===== config.mk =====
export PLATFORM = sky130hd
export DESIGN_NAME = dma_wr_arb
export DESIGN_NICKNAME = d
export VERILOG_FILES = /design/src/rtl/dma_wr_arb.sv
export SDC_FILE = /design/constraint.sdc
export NUM_CORES = 1
export LEC_CHECK = 0
export CORE_AREA = 2 2 454 456
export CTS_CLUSTER_DIAMETER = 120
export DETAILED_ROUTE_END_ITERATION = 8
export DIE_AREA = 0 0 456 458
export GPL_ROUTABILITY_DRIVEN = 0
export REMOVE_ABC_BUFFERS = 1
export SKIP_CTS_REPAIR_TIMING = 1
export SYNTH_ARGS = -nofsm -noshare
export SYNTH_HDL_FRONTEND = slang
export SYNTH_SLANG_ARGS = --single-unit

===== constraint.sdc =====
create_clock -name clk -period 21.7 [get_ports clk]
set_clock_uncertainty 0.15 [all_clocks]
set_input_delay 6.51 -clock clk [delete_from_list [all_inputs] [get_ports clk]]
set_output_delay 6.51 -clock clk [all_outputs]
set_load 0.05 [all_outputs]

===== src/rtl/dma_wr_arb.sv =====
// rtl/dma_wr_arb.sv - credit-limited, quota-weighted round-robin DMA write arbiter (optional stats: DMA_WR_ARB_STATS_EN)
module dma_wr_arb #(
   parameter int N       = 2,
   parameter int W       = 384,
   parameter int CREDITS = 32,
   localparam int SW     = (N > 1) ? $clog2(N) : 1
) (
   input  logic             clk,
   input  logic             rst,
   input  logic [N-1:0]     i_v,
   output logic [N-1:0]     i_r,
   input  logic [N*W-1:0]   i_m,
   input  logic [N*4-1:0]   cfg_quota,
   output logic             o_v,
   input  logic             o_r,
   output logic [W-1:0]     o_m,
   output logic [SW-1:0]    o_s,
   input  logic             cred_ret,
   output logic [7:0]       outstanding,
   output logic             err_cred
`ifdef DMA_WR_ARB_STATS_EN
   ,
   output logic [N*32-1:0]  stat_grants,
   output logic [31:0]      stat_stall,
   input  logic             stat_clr
`endif
);

   typedef enum logic {IDLE, HOLD} state_t;

   state_t         state;
   logic [SW-1:0]  owner;
   logic [3:0]     bc;

   logic           hs;
   logic [8:0]     cred_sum;
   logic           cred_ok;
   logic           can_issue;
   logic [3:0]     q_raw;
   logic [3:0]     q_eff;
   logic           rr_found;
   logic [SW-1:0]  rr_idx;
   logic           keep;
   logic           gnt_any;
   logic [SW-1:0]  gnt_idx;
   logic           grant;
   logic [W-1:0]   gnt_data;

   assign hs = o_v & o_r;

   // Issue budget counts the beat sitting in the output register, so outstanding can never pass CREDITS
   always_comb begin
      cred_sum  = {1'b0, outstanding} + {8'd0, o_v};
      cred_ok   = (cred_sum < 9'(CREDITS));
      can_issue = (!o_v | o_r) & cred_ok;
   end

   // Current owner's burst quota; a zero quota still allows a single beat
   always_comb begin
      q_raw = cfg_quota[{owner, 2'b00} +: 4];
      q_eff = (q_raw == 4'd0) ? 4'd1 : q_raw;
   end

   // Rotating scan starting just after the owner, owner considered last; lowest offset wins
   always_comb begin
      logic [SW-1:0] jj;
      int            j;
      rr_found = 1'b0;
      rr_idx   = '0;
      jj       = '0;
      for (int k = N; k >= 1; k--) begin
         j = int'(owner) + k;
         if (j >= N) j = j - N;
         jj = SW'(j);
         if (i_v[jj]) begin
            rr_found = 1'b1;
            rr_idx   = jj;
         end
      end
   end

   // Grant decision: keep the owner while it has quota left, otherwise rotate
   always_comb begin
      keep    = (state == HOLD) && i_v[owner] && (bc < q_eff);
      gnt_any = keep || rr_found;
      gnt_idx = keep ? owner : rr_idx;
      grant   = !rst && can_issue && gnt_any;
      i_r     = '0;
      if (grant) i_r[gnt_idx] = 1'b1;
   end

   // Payload mux for the winning requester
   always_comb begin
      gnt_data = '0;
      for (int k = 0; k < N; k++) begin
         if (gnt_idx == SW'(k)) gnt_data = i_m[k*W +: W];
      end
   end

   // Arbitration state and registered output stage; a stall freezes owner and burst count
   always_ff @(posedge clk or posedge rst) begin
      if (rst) begin
         state <= IDLE;
         owner <= '0;
         bc    <= '0;
         o_v   <= 1'b0;
         o_m   <= '0;
         o_s   <= '0;
      end else begin
         if (grant) begin
            o_v   <= 1'b1;
            o_m   <= gnt_data;
            o_s   <= gnt_idx;
            owner <= gnt_idx;
            bc    <= keep ? (bc + 4'd1) : 4'd1;
            state <= HOLD;
         end else begin
            if (o_r) o_v <= 1'b0;
            // Issue was allowed but nobody asked: release ownership, keep rotation point
            if (can_issue && (state == HOLD)) state <= IDLE;
         end
      end
   end

   // Outstanding host-write counter with sticky underflow flag
   always_ff @(posedge clk or posedge rst) begin
      if (rst) begin
         outstanding <= 8'd0;
         err_cred    <= 1'b0;
      end else begin
         case ({hs, cred_ret})
            2'b10: outstanding <= outstanding + 8'd1;
            2'b01: begin
               if (outstanding == 8'd0) err_cred <= 1'b1;
               else                     outstanding <= outstanding - 8'd1;
            end
            default: ;
         endcase
      end
   end

`ifdef DMA_WR_ARB_STATS_EN
   // Per-source delivered beats and stall cycles; clear wins over increment
   always_ff @(posedge clk or posedge rst) begin
      if (rst) begin
         stat_grants <= '0;
         stat_stall  <= '0;
      end else if (stat_clr) begin
         stat_grants <= '0;
         stat_stall  <= '0;
      end else begin
         for (int k = 0; k < N; k++) begin
            if (hs && (o_s == SW'(k))) stat_grants[k*32 +: 32] <= stat_grants[k*32 +: 32] + 32'd1;
         end
         if ((o_v && !o_r) || ((|i_v) && !cred_ok)) stat_stall <= stat_stall + 32'd1;
      end
   end
`endif

endmodule


== Yosys cells after proc, flatten, opt, wreduce, memory -nomap -nowiden ==
Index checks and enable logic that the tools add are counted.
Widths: inputs -> output; s select.

* Register bits: 400
* Input port bits: 782

* Add/sub/neg operators: 8
* Magnitude comparators: 9
* Eq/ne operators: 3
* Bitwise operators: 3
* Reduce and logical (&&, ||, !) cells: 16
* Shift-type cells: 1
* Mux-type cells: 25

{| class="wikitable"
|+ Operators with widths
! cell !! number
|-
| $mux 384 || 1
|-
| $mux 1 || 18
|-
| $pmux 8 s2 || 1
|-
| $add 8x1->9 || 1
|-
| $lt 9x6->1 const B || 1
|-
| $add 8x1->8 const B || 1
|-
| $logic_not 8->1 || 1
|-
| $lt 1x2->1 const B || 4
|-
| $mux 4 || 2
|-
| $mux 8 || 1
|-
| $shiftx 8x4->4 || 1
|-
| $sub 8x1->8 const B || 1
|-
| $logic_and 1x1->1 || 6
|-
| $reduce_bool 2->1 || 3
|-
| $add 4x1->4 const B || 1
|-
| $logic_not 4->1 || 1
|-
| $lt 4x4->1 || 1
|-
| $reduce_and 2->1 || 2
|-
| $add 1x2->3 const B || 1
|-
| $ge 3x2->1 const B || 1
|-
| $add 1x1->2 const B || 1
|-
| $and 1x1->1 || 2
|-
| $eq 2x1->1 const B || 1
|-
| $eq 2x2->1 const B || 1
|-
| other kinds (9) || 11
|}

== Depth between registers and ports, before layout ==
Gate-level depths: netlist of run 1.

* Depth in word-level cells: 13
* Depth in mapped cells: 11
* Depth with buffers taken out: 9

== Worst setup path after synthesis of run 1 ==
Ideal clock, no wire load.

* Path kind: input to output
* Start: input port cfg_quota[5]
* End: output port i_r[1]
* Setup slack: 6546 ps
* Arrival: 8494 ps
* Stages on the path: 7
* Path through: mux2i_1 -> ha_1 -> a21o_1 -> a2bb2oi_1 -> a31oi_1 -> o32ai_4 -> clkbuf_1

* Word-level cells in the longest chain between the ends: 11
* Elaborated cells between the ends (all ways): 14

{| class="wikitable"
|+ Ends and longest elaborated chain
! element !! RTL line !! source
|-
| from (decl) || 13 || <nowiki>input logic [N*4-1:0] cfg_quota,</nowiki>
|-
| $shiftx 8x4->4 (*) || 60 || <nowiki>q_raw = cfg_quota[{owner, 2'b00} +: 4];</nowiki>
|-
| $logic_not 4->1 || 61 || <nowiki>q_eff = (q_raw == 4'd0) ? 4'd1 : q_raw;</nowiki>
|-
| $mux 4 (*) || 61 ||
|-
| $lt 4x4->1 (*) || 84 || <nowiki>keep = (state == HOLD) && i_v[owner] && (bc < q_eff);</nowiki>
|-
| $logic_and 1x1->1 (*) || 84 ||
|-
| $mux 1 || 86 || <nowiki>gnt_idx = keep ? owner : rr_idx;</nowiki>
|-
| $lt 1x2->1 (implied by the code) / $ge 1x1->1 (equally long branches) || 89 || <nowiki>if (grant) i_r[gnt_idx] = 1'b1;</nowiki>
|-
| $logic_and 1x1->1 (implied by the code) || 89 ||
|-
| $mux 1 (implied by the code) || 89 ||
|-
| $demux 1 s1 || 89 ||
|-
| $mux 2 (*) || 89 ||
|-
| to (decl) || 11 || <nowiki>output logic [N-1:0] i_r,</nowiki>
|}

Mark *: on every way between the ends. The rest lies on a longest branch, timed or not.

== Worst setup path in the final report of run 1 ==
Same ends and word-level chain as after synthesis.

==> metrics.md, run 1 <==
| Metric | Value |
|---|---|
| Routed len/inst | slightly above 30 um |
| Layout cells sized above 1 | 0.0462 |
| First-pass GRT wire length | slightly above 200,000 um |
| Hold slack | 0.308 ns |
| Max_cap viols | 0 |
| Slew margin rel. | 0.239 |
| Worst slew pin tran | approximately 1.1 ns |
| Critical path type | in2out |
| Top_reg_cell synth | dfrtp_1 |
| Chip height | 458 um |
| Sw Pwr | 2.73 mW |
| Leakage power | around 13 nW |
| Num CTS Buffers | 53 |
| Placed Cells incl. Taps | ~5,200 |
| Seq pwr share | 0.239 |
| Layout Nets | around 3,300 |
| RSZ-0062 raised after global routing | no |
| Clock network latency to the later pin of the worst-skew pair | 0.67 ns |
| I/O Pins | 1,179 |
| Post-synthesis cell count | about 1,400 |
| GR Util All Layers | 0.148 |
| CP Data Required Time | 15.04 ns |
| Mean Syn Cell Area | between 10 and 15 um2 |
| Cell Area, Placed | 0.0325 mm2 |
| Library cells used by synthesis | 48 |
| Seq/Total Area, Yosys | 0.566 |
| DRC violations left | 0 |
| Max Fclk | roughly 0.061 GHz |
| Min cycle time layout | 16.49 ns |
| YS warnings | 0 |
| CTS H-tree depth | 2 |
| Gate power share | 0.598 |
| Min-delay worst type | reg2reg |
| Most frequent cells in the layout | clkdlybuf4s50_1, dfrtp_1, a221o_1, and2_1, clkbuf_16 |
| Maximum vdd drop | 0.0583 mV |
| Pwr Density | 158 mW/mm2 |
| Antenna viol nets, final | 0 |
| Root Buffer | clkbuf_16 |
| Clock Power Share | 0.164 |
| Post-layout util | 0.168 |
| DRT iter0 DRCs | between 1,500 and 2,000 |
| DRT Wirelength | between 150,000 and 200,000 um |
| Final hold violation count | 0 |
| Switch share | 0.504 |
| Final Non-Filler Cells | about 5,300 |
| Final instance area | roughly 0.034 mm2 |
| Vias after detailed routing | 18,900 |
| CP most frequent cell | clkdlybuf4s50_1 |
| Cell Chain, Critical Path | clkdlybuf4s50_1 -> mux2i_1 -> ha_1 -> a21o_1 -> a2bb2oi_1 -> a31oi_1 -> o32ai_4 -> buf_4 -> clkdlybuf4s50_1 |
| #FFs+latches synth | 400 |
| Max Root-Sink Buffers | 3 |
| Die area | between 0.2 and 0.25 mm2 |
| Core area | between 0.2 and 0.25 mm2 |
| Area Overhead vs Synth | 93.6% |
| Vias per Instance | between 3 and 4 |
| CP Capture Type | primary output |
| Data arrival time of the worst path | around 10 ns |
| Vias in the first global route | about 19,000 |
| Pin count of the biggest net entering global routing | 165 |
| Internal | around 2.7 mW |
| Worst r2r src | owner |
| Worst Setup Start Kind | input pin |
| Post-synth EDFFs | 0 |
| Total clock sinks | 400 |
| Worst path slowest cell | clkdlybuf4s50_1 |
| CTS tree | done |
| Synth Cell Area | between 0.015 and 0.02 mm2 |
| DRT Pass-1 Iters | 6 |
| Max stage delay on crit path | around 0.87 ns |
| Most common cell after layout, fill and taps aside | clkdlybuf4s50_1 |
| CP Capture Point | i_r[1] |
| PortBufs | 1,178 |
| Reg2reg end | o_m[203] |
| Final period util | 0.760 |
| Clock Pin Slew Worst Setup and Hold Paths | about 0.06 ns |
| CP Max Fanout | 5 |
| Setup Viol. Count Final | 0 |
| Status | complete, no violations |
| Fillcell total | 22,600 |
| Post-synth ARST share | 1.00 |
| Initial antenna violation count | 137 |
| Tot Pwr | between 5 and 6 mW |
| CP Launch Point | cfg_quota[5] |
| Initial Util | 0.0867 |
| Post-DP HPWL | about 140,000 um |
| Worst reg-to-reg setup slack | around 17 ns |
| Die Wd | 456 um |
| Row count | about 170 |
| Worst r2r path cells | 10 |
| Slew Limit Fails | 0 |
| Gr ovfl total | 0 |
==> flip-flops by register name (all words and copies together) (netlist names) <==
signal and cells:
o_m 384, state 1, err_cred 1, o_v 1, bc 4, outstanding 8
owner 1
==> critical path: cells and delay by family <==
kind,cells,cell delay [ns]
AO/OA/AOI/OAI,4,1.10
adder cells (fa/ha/maj),1,0.33
buffers and inverters,3,1.72
multiplexers,1,0.10
==> stage by stage <==
step           setup WS, ns  setup TNS, ns
5_1_grt                5.03              0
6_report               5.21              0
3_3_place_gp           5.18              0
2_1_floorplan         -3.33          -3.33
4_1_cts                5.13              0
3_5_place_dp           5.16              0
==> routing by layer <==
layer / GRT usage / vias up / wire, um
li1: - / 7770 / -
met1: 0.150 / 9539 / 54700
met2: 0.240 / 1156 / 75200
met3: 0.103 / 357 / 25400
met4: 0.0503 / 84 / 6090
met5: 0 / - / 537
==> power by group through the flow <==
stage	sequential [mW]	clock (mW)	combinational [mW]
2_1_floorplan	2.40	0	0.695
3_3_place_gp	1.29	0	3.26
3_5_place_dp	1.29	0	3.27
4_1_cts	1.29	0.915	3.28
5_1_grt	1.33	0.940	3.38
6_report	1.29	0.886	3.24
==> logic make-up (layout without fill, tap and decap cells) <==
kind of cell / Yosys count / after routing / share of synthesized area
buf+inv: 140 / 1300 / 0.0350
compound gates: 426 / 426 / 0.236
mux: 5 / 5 / 0.00290
flops: 400 / 400 / 0.566
other cells: 0 / 31 / 0
xor+xnor: 4 / 4 / 0.00198
simple gates: 430 / 430 / 0.149
fa+ha+maj: 11 / 11 / 0.00821
==> cell usage after synthesis, types with 2 or more instances <==
library cell	count	area share
a21o_1	2	0.00085
a21oi_1	8	0.0023
a221o_1	384	0.22
and2_0	21	0.0074
and2_1	365	0.13
buf_1	3	0.00064
buf_2	75	0.021
clkbuf_1	52	0.011
dfrtp_1	400	0.57
ha_1	10	0.0071
inv_1	10	0.0021
mux2i_1	4	0.0023
nand2_1	7	0.0015
nand2b_1	3	0.0011
nand3_1	2	0.00057
nor2_1	13	0.0028
nor2b_1	5	0.0018
nor3_1	6	0.0017
o21a_1	4	0.0017
o21ai_0	9	0.0025
or3_1	3	0.0011
or4_1	2	0.00085
xnor2_1	2	0.00099
xor2_1	2	0.00099
==> layout make-up <==
| cell class | instances | area, um2 | area share |
|---|---|---|---|
| Timing Repair Buffer | 1198 | 12000 | 0.350 |
| Clock inverter | 20 | 155 | 0.00453 |
| Tap cell | 2688 | 3360 | 0.0983 |
| Clock buffer | 72 | 1530 | 0.0447 |
| Antenna cell | 31 | 77.6 | 0.00227 |
| Multi-Input combinational cell | 876 | 7060 | 0.206 |
| Sequential cell | 400 | 10000 | 0.293 |
| Inverter | 10 | 45.0 | 0.00132 |
==> how the worst min path moves through the flow <==
| stage | from | to | slack (ns) | cells past startpoint |
|---|---|---|---|---|
| 3_5_place_dp | err_cred | err_cred | 0.30 | 1 |
| 2_1_floorplan | bc[0] | bc[0] | 0.34 | 1 |
| 6_report | err_cred | err_cred | 0.31 | 1 |
| 4_1_cts | err_cred | err_cred | 0.31 | 1 |
| 3_3_place_gp | err_cred | err_cred | 0.30 | 1 |
| 5_1_grt | err_cred | err_cred | 0.32 | 1 |
Power figures use the tool's default switching activity.
==> inputs of run 2 (changes only) <==
==> constraint.sdc (replaced) <==
create_clock -name clk -period 17.3 [get_ports clk]
set_clock_uncertainty 0.15 [all_clocks]
set_input_delay 5.19 -clock clk [delete_from_list [all_inputs] [get_ports clk]]
set_output_delay 5.19 -clock clk [all_outputs]
set_load 0.05 [all_outputs]
==> metrics.md, run 2 (same netlist as run 1, synthesis figures left out) <==
| Metric | Value |
|---|---|
| Status | complete, no violations |
| Met2 Use GR | 0.239 |
| CP Capture Type | primary output |
| CTS tree | done |
| PortBufs | around 1,200 |
| CP most frequent cell | clkdlybuf4s50_1 |
| Clock Pin Slew Worst Setup and Hold Paths | roughly 0.06 ns |
| Total clock sinks | 400 |
| Most common cell after layout, fill and taps aside | clkdlybuf4s50_1 |
| Worst reg-to-reg setup slack | 12.27 ns |
| GR Util All Layers | 0.148 |
| CTS H-tree depth | 2 |
| Gr ovfl total | 0 |
| Met3 Use GR | 0.0983 |
| Vias per Instance | about 3.6 |
| CP Data Required Time | around 12 ns |
| Core area | 0.204 mm2 |
| Post-layout util | 0.169 |
| Clock network latency to the later pin of the worst-skew pair | 0.67 ns |
| Max Fclk | between 0.07 and 0.08 GHz |
| Chip height | 458 um |
| Data arrival time of the worst path | 8.54 ns |
| Row count | about 170 |
| Cell Chain, Critical Path | clkdlybuf4s50_1 -> mux2i_1 -> ha_1 -> a21o_1 -> a2bb2oi_1 -> a31oi_1 -> o32ai_4 -> buf_4 -> clkdlybuf4s50_1 |
| GR peak layer | met2 |
| Max Root-Sink Buffers | 3 |
| Worst slack at placement | 3.37 ns |
| Initial Util | 0.0867 |
| Slew Limit Fails | 0 |
| Vias after detailed routing | roughly 19,000 |
| Placed Cells incl. Taps | 5,173 |
| DRT iter0 DRCs | approximately 1,900 |
| Cell Area, Placed | between 0.03 and 0.04 mm2 |
| Antenna viol nets, final | 0 |
| Pwr Density | around 200 mW/mm2 |
| DRC violations left | 0 |
| RSZ-0062 raised after global routing | no |
| Worst Setup Start Kind | input pin |
| Slew margin rel. | 0.271 |
| Layout Nets | approximately 3,300 |
| Final Non-Filler Cells | around 5,300 |
| Worst r2r path cells | 10 |
| Initial antenna violation count | around 150 |
| First-pass GRT wire length | about 200,000 um |
| CP Max Fanout | 5 |
| M1 GR Usage | 0.153 |
| Reg with most FFs | o_m |
| Top flop regs | o_m: 384 flops, outstanding: 8 flops, bc: 4 flops |
| Tot Pwr | between 6 and 7 mW |
| Fillcell total | between 20,000 and 25,000 |
| Min-delay worst type | reg2reg |
| Routed len/inst | 30.5 um |
| Worst slew pin tran | between 1 and 1.5 ns |
| Hold slack | ~0.33 ns |
| Root Buffer | clkbuf_16 |
| DRT Pass-1 Iters | 5 |
| Min cycle time layout | roughly 14 ns |
| Reg2reg end | o_m[376] |
| Area Overhead vs Synth | 94.4% |
| Num CTS Buffers | 53 |
| Final period util | 0.802 |
| Maximum vdd drop | roughly 0.086 mV |
| Min-Delay Path Depth | 1 |
| Vias in the first global route | 18,500 |
| Worst Hold Launch | err_cred |
| Max_cap viols | 0 |
| Die area | ~0.21 mm2 |
| Layout cells sized above 1 | 0.0491 |
| Setup TNS | 0 ns |
| Largest register FFs | 384 |
| Worst r2r src | owner |
| Final instance area | 0.0344 mm2 |
| Die Wd | ~460 um |
| Final hold violation count | 0 |
| Critical path type | in2out |
| Worst path slowest cell | clkdlybuf4s50_1 |
| Leakage power | between 10 and 15 nW |
| Post-DP HPWL | between 100,000 and 150,000 um |
| Setup Viol. Count Final | 0 |
| Hold Crit Endpoint | err_cred |
| Max stage delay on crit path | between 0.8 and 0.9 ns |
| DRT Wirelength | around 160,000 um |
| Final setup margin | 3.42 ns |
| Delay-heaviest family, CP | buffers and inverters |
| Most frequent cells in the layout | clkdlybuf4s50_1, dfrtp_1, a221o_1, and2_1, clkbuf_16 |
| CP bufs+invs | 3 |
| Pin count of the biggest net entering global routing | around 170 |
| I/O Pins | between 1,000 and 1,500 |
==> run 2: area by class of cell <==
cell class | instances | area, um2 | share of cell area
antenna | 38 | 95.1 | 0.00277
clock buffer | 79 | 1610 | 0.0470
clock inverter | 20 | 201 | 0.00586
inverter | 10 | 45.0 | 0.00131
multi-input combinational | 876 | 7060 | 0.206
sequential | 400 | 10000 | 0.291
tap | 2688 | 3360 | 0.0979
timing repair buffer | 1199 | 12000 | 0.348
==> run 2: worst max-delay path by stage <==
stage	from	end	slack, ns	cells after the start
after global placement	cfg_quota[5]	i_r[1]	3.38	9
after CTS	cfg_quota[5]	i_r[1]	3.37	9
final	cfg_quota[5]	i_r[1]	3.42	9
after detailed placement	cfg_quota[5]	i_r[1]	3.37	9
after floorplan	i_v[0]	i_r[1]	-5.09	2
after global routing	cfg_quota[5]	i_r[1]	3.26	9
==> run 2: layer usage <==
metal	part of all wire	wire [um]
met4	0.034	5580
met2	0.47	75600
met3	0.15	25100
met5	0.0031	506
met1	0.34	55200
==> run 2: report_power, final <==
group,switching (mW),internal [mW]
registers,0.264,1.36
clock network,0.505,0.664
logic,2.66,1.39
total,3.43,3.41
==> inputs of run 3 (changes only) <==
--- a/config.mk
+++ b/config.mk
@@ -5,10 +5,10 @@
 export SDC_FILE = /design/constraint.sdc
 export NUM_CORES = 1
 export LEC_CHECK = 0
-export CORE_AREA = 2 2 454 456
+export CORE_AREA = 2 2 460 462
 export CTS_CLUSTER_DIAMETER = 120
 export DETAILED_ROUTE_END_ITERATION = 8
-export DIE_AREA = 0 0 456 458
+export DIE_AREA = 0 0 462 464
 export GPL_ROUTABILITY_DRIVEN = 0
 export REMOVE_ABC_BUFFERS = 1
 export SKIP_CTS_REPAIR_TIMING = 1
==> constraint.sdc (replaced) <==
create_clock -name clk -period 12.25 [get_ports clk]
set_clock_uncertainty 0.15 [all_clocks]
set_input_delay 3.675 -clock clk [delete_from_list [all_inputs] [get_ports clk]]
set_output_delay 3.675 -clock clk [all_outputs]
set_load 0.05 [all_outputs]
==> metrics.md, run 3 (same netlist as run 1, synthesis figures left out) <==
| Metric | Value |
|---|---|
| CP most frequent cell | clkdlybuf4s50_1 |
| Die area | ~0.21 mm2 |
| Row count | 168 |
| Root Buffer | clkbuf_16 |
| Core area | roughly 0.21 mm2 |
| CTS H-tree depth | 2 |
| CP Max Fanout | 5 |
| Max Fclk | a little over 0.09 GHz |
| CP Data Required Time | about 8.4 ns |
| Antenna viol nets, final | 0 |
| Internal | around 4.8 mW |
| Top flop regs | o_m: 384 flops, outstanding: 8 flops, bc: 4 flops |
| Most frequent cells in the layout | clkdlybuf4s50_1, dfrtp_1, a221o_1, and2_1, clkbuf_16 |
| DRT Wirelength | ~170,000 um |
| Routed len/inst | around 31 um |
| DRT Pass-1 Iters | 5 |
| Layout cells sized above 1 | 0.0423 |
| RSZ-0062 raised after global routing | no |
| Cell Chain, Critical Path | clkdlybuf4s50_1 -> mux2i_1 -> ha_1 -> a21o_1 -> a2bb2oi_1 -> a31oi_1 -> o32ai_4 -> buf_4 -> clkdlybuf4s50_1 |
| CP Capture Point | i_r[1] |
| Fillcell total | around 23,000 |
| Crit path depth | 9 |
| CTS tree | done |
| Tot Pwr | ~9.6 mW |
| Final hold violation count | 0 |
| Vias in the first global route | approximately 19,000 |
| Sw Pwr | around 4.8 mW |
| DRC violations left | 0 |
| Met3 Wirelength | approximately 28,000 um |
| Die Wd | between 400 and 500 um |
| Min cycle time layout | 10.73 ns |
| Min-delay worst type | reg2reg |
| Worst path slowest cell | clkdlybuf4s50_1 |
| Critical path type | in2out |
| CP bufs+invs | 3 |
| Clock network latency to the later pin of the worst-skew pair | approximately 0.65 ns |
| Num CTS Buffers | 54 |
| Clock Power Share | 0.163 |
| Slew Limit Fails | 0 |
| Worst slew pin tran | 1.05 ns |
| Max_cap viols | 0 |
| Gate power share | 0.597 |
| DRT iter0 DRCs | between 1,500 and 2,000 |
| Largest register FFs | 384 |
| Max Root-Sink Buffers | 3 |
| First-pass GRT wire length | 205,000 um |
| Initial antenna violation count | around 160 |
| Chip height | between 400 and 500 um |
| Vias after detailed routing | 18,800 |
| Maximum vdd drop | 0.152 mV |
| Met2 wire length | 75,600 um |
| CP Capture Type | primary output |
| Final period util | 0.876 |
| Leakage power | 13.2 nW |
| GR Util All Layers | 0.148 |
| Hold slack | approximately 0.33 ns |
| Worst Setup Start Kind | input pin |
| Worst r2r src | owner |
| Clock Pin Slew Worst Setup and Hold Paths | approximately 0.050 ns |
| Total clock sinks | 400 |
| Worst r2r path cells | 12 |
| Area Overhead vs Synth | 94.6% |
| Initial Util | 0.0845 |
| Delay-heaviest family, CP | buffers and inverters |
| Layout Nets | around 3,300 |
| Most common cell after layout, fill and taps aside | clkdlybuf4s50_1 |
| Placed Cells incl. Taps | 5,291 |
| Final Non-Filler Cells | around 5,400 |
| Switch share | 0.502 |
| I/O Pins | about 1,200 |
| Pwr Density | around 280 mW/mm2 |
| Seq pwr share | 0.240 |
| Highest Signal Layer | met5 |
| Reg2reg end | o_m[209] |
| Reg with most FFs | o_m |
| Data arrival time of the worst path | roughly 6.9 ns |
| Post-DP HPWL | around 140,000 um |
| CP Launch Point | cfg_quota[5] |
| Worst reg-to-reg setup slack | 5.99 ns |
| Max stage delay on crit path | about 0.87 ns |
| Status | complete, no violations |
| Metal-1 WL | 55,500 um |
| Vias per Instance | 3.48 |
| Setup Viol. Count Final | 0 |
| Slew margin rel. | 0.297 |
| Gr ovfl total | 0 |
| PortBufs | 1,178 |
| Pin count of the biggest net entering global routing | ~140 |
run 3: cell count changes in the layout (fill, tap and decap cells not counted), sizes merged:
cell	delta
clkinv	-3
diode	-1
clkinvlp	-2
inv	-1
bufinv	+1
clkbuf	-6
clkdlybuf4s50	+3
buf	-2
run 3: how the worst min path moves through the flow:
stage,from,endpoint,slack [ns],cells past startpoint
6_report,err_cred,err_cred,0.33,1
5_1_grt,err_cred,err_cred,0.36,1
4_1_cts,err_cred,err_cred,0.32,1
3_5_place_dp,err_cred,err_cred,0.30,1
3_3_place_gp,err_cred,err_cred,0.30,1
2_1_floorplan,bc[0],bc[0],0.34,1
run 3: layout make-up:
class,count,area (um2),share of cell area
Multi-Input combinational cell,876,7060,0.205
Inverter,10,45.0,0.00131
Sequential cell,400,10000,0.291
Clock inverter,15,174,0.00506
Antenna cell,37,92.6,0.00269
Timing Repair Buffer,1200,12000,0.349
Tap cell,2805,3510,0.102
Clock buffer,73,1490,0.0434
run 3: power by group through the flow:
stage / clock network (mW) / logic, mW / registers (mW)
final: 1.56 / 5.73 / 2.30
after CTS: 1.63 / 5.85 / 2.30
after global routing: 1.67 / 6.03 / 2.37
after global placement: 0 / 5.80 / 2.29
after floorplan: 0 / 1.23 / 4.26
after detailed placement: 0 / 5.82 / 2.30
run 3: through the flow:
stage	worst slack, ns	area (um2)	util	setup TNS (ns)
after global routing	1.40	34300	0.164	0
after floorplan	-7.11	17100	-	-2897.11
final	1.52	34400	0.164	0
after detailed placement	1.51	32600	0.156	0
after CTS	1.48	34300	0.164	0
after global placement	1.49	32600	0.156	0
run 3: layer usage:
layer  track usage  vias to the layer above
met5             0                        -
met4        0.0515                       94
met3         0.106                      351
met2         0.240                     1327
met1         0.146                     9283
li1              -                     7777
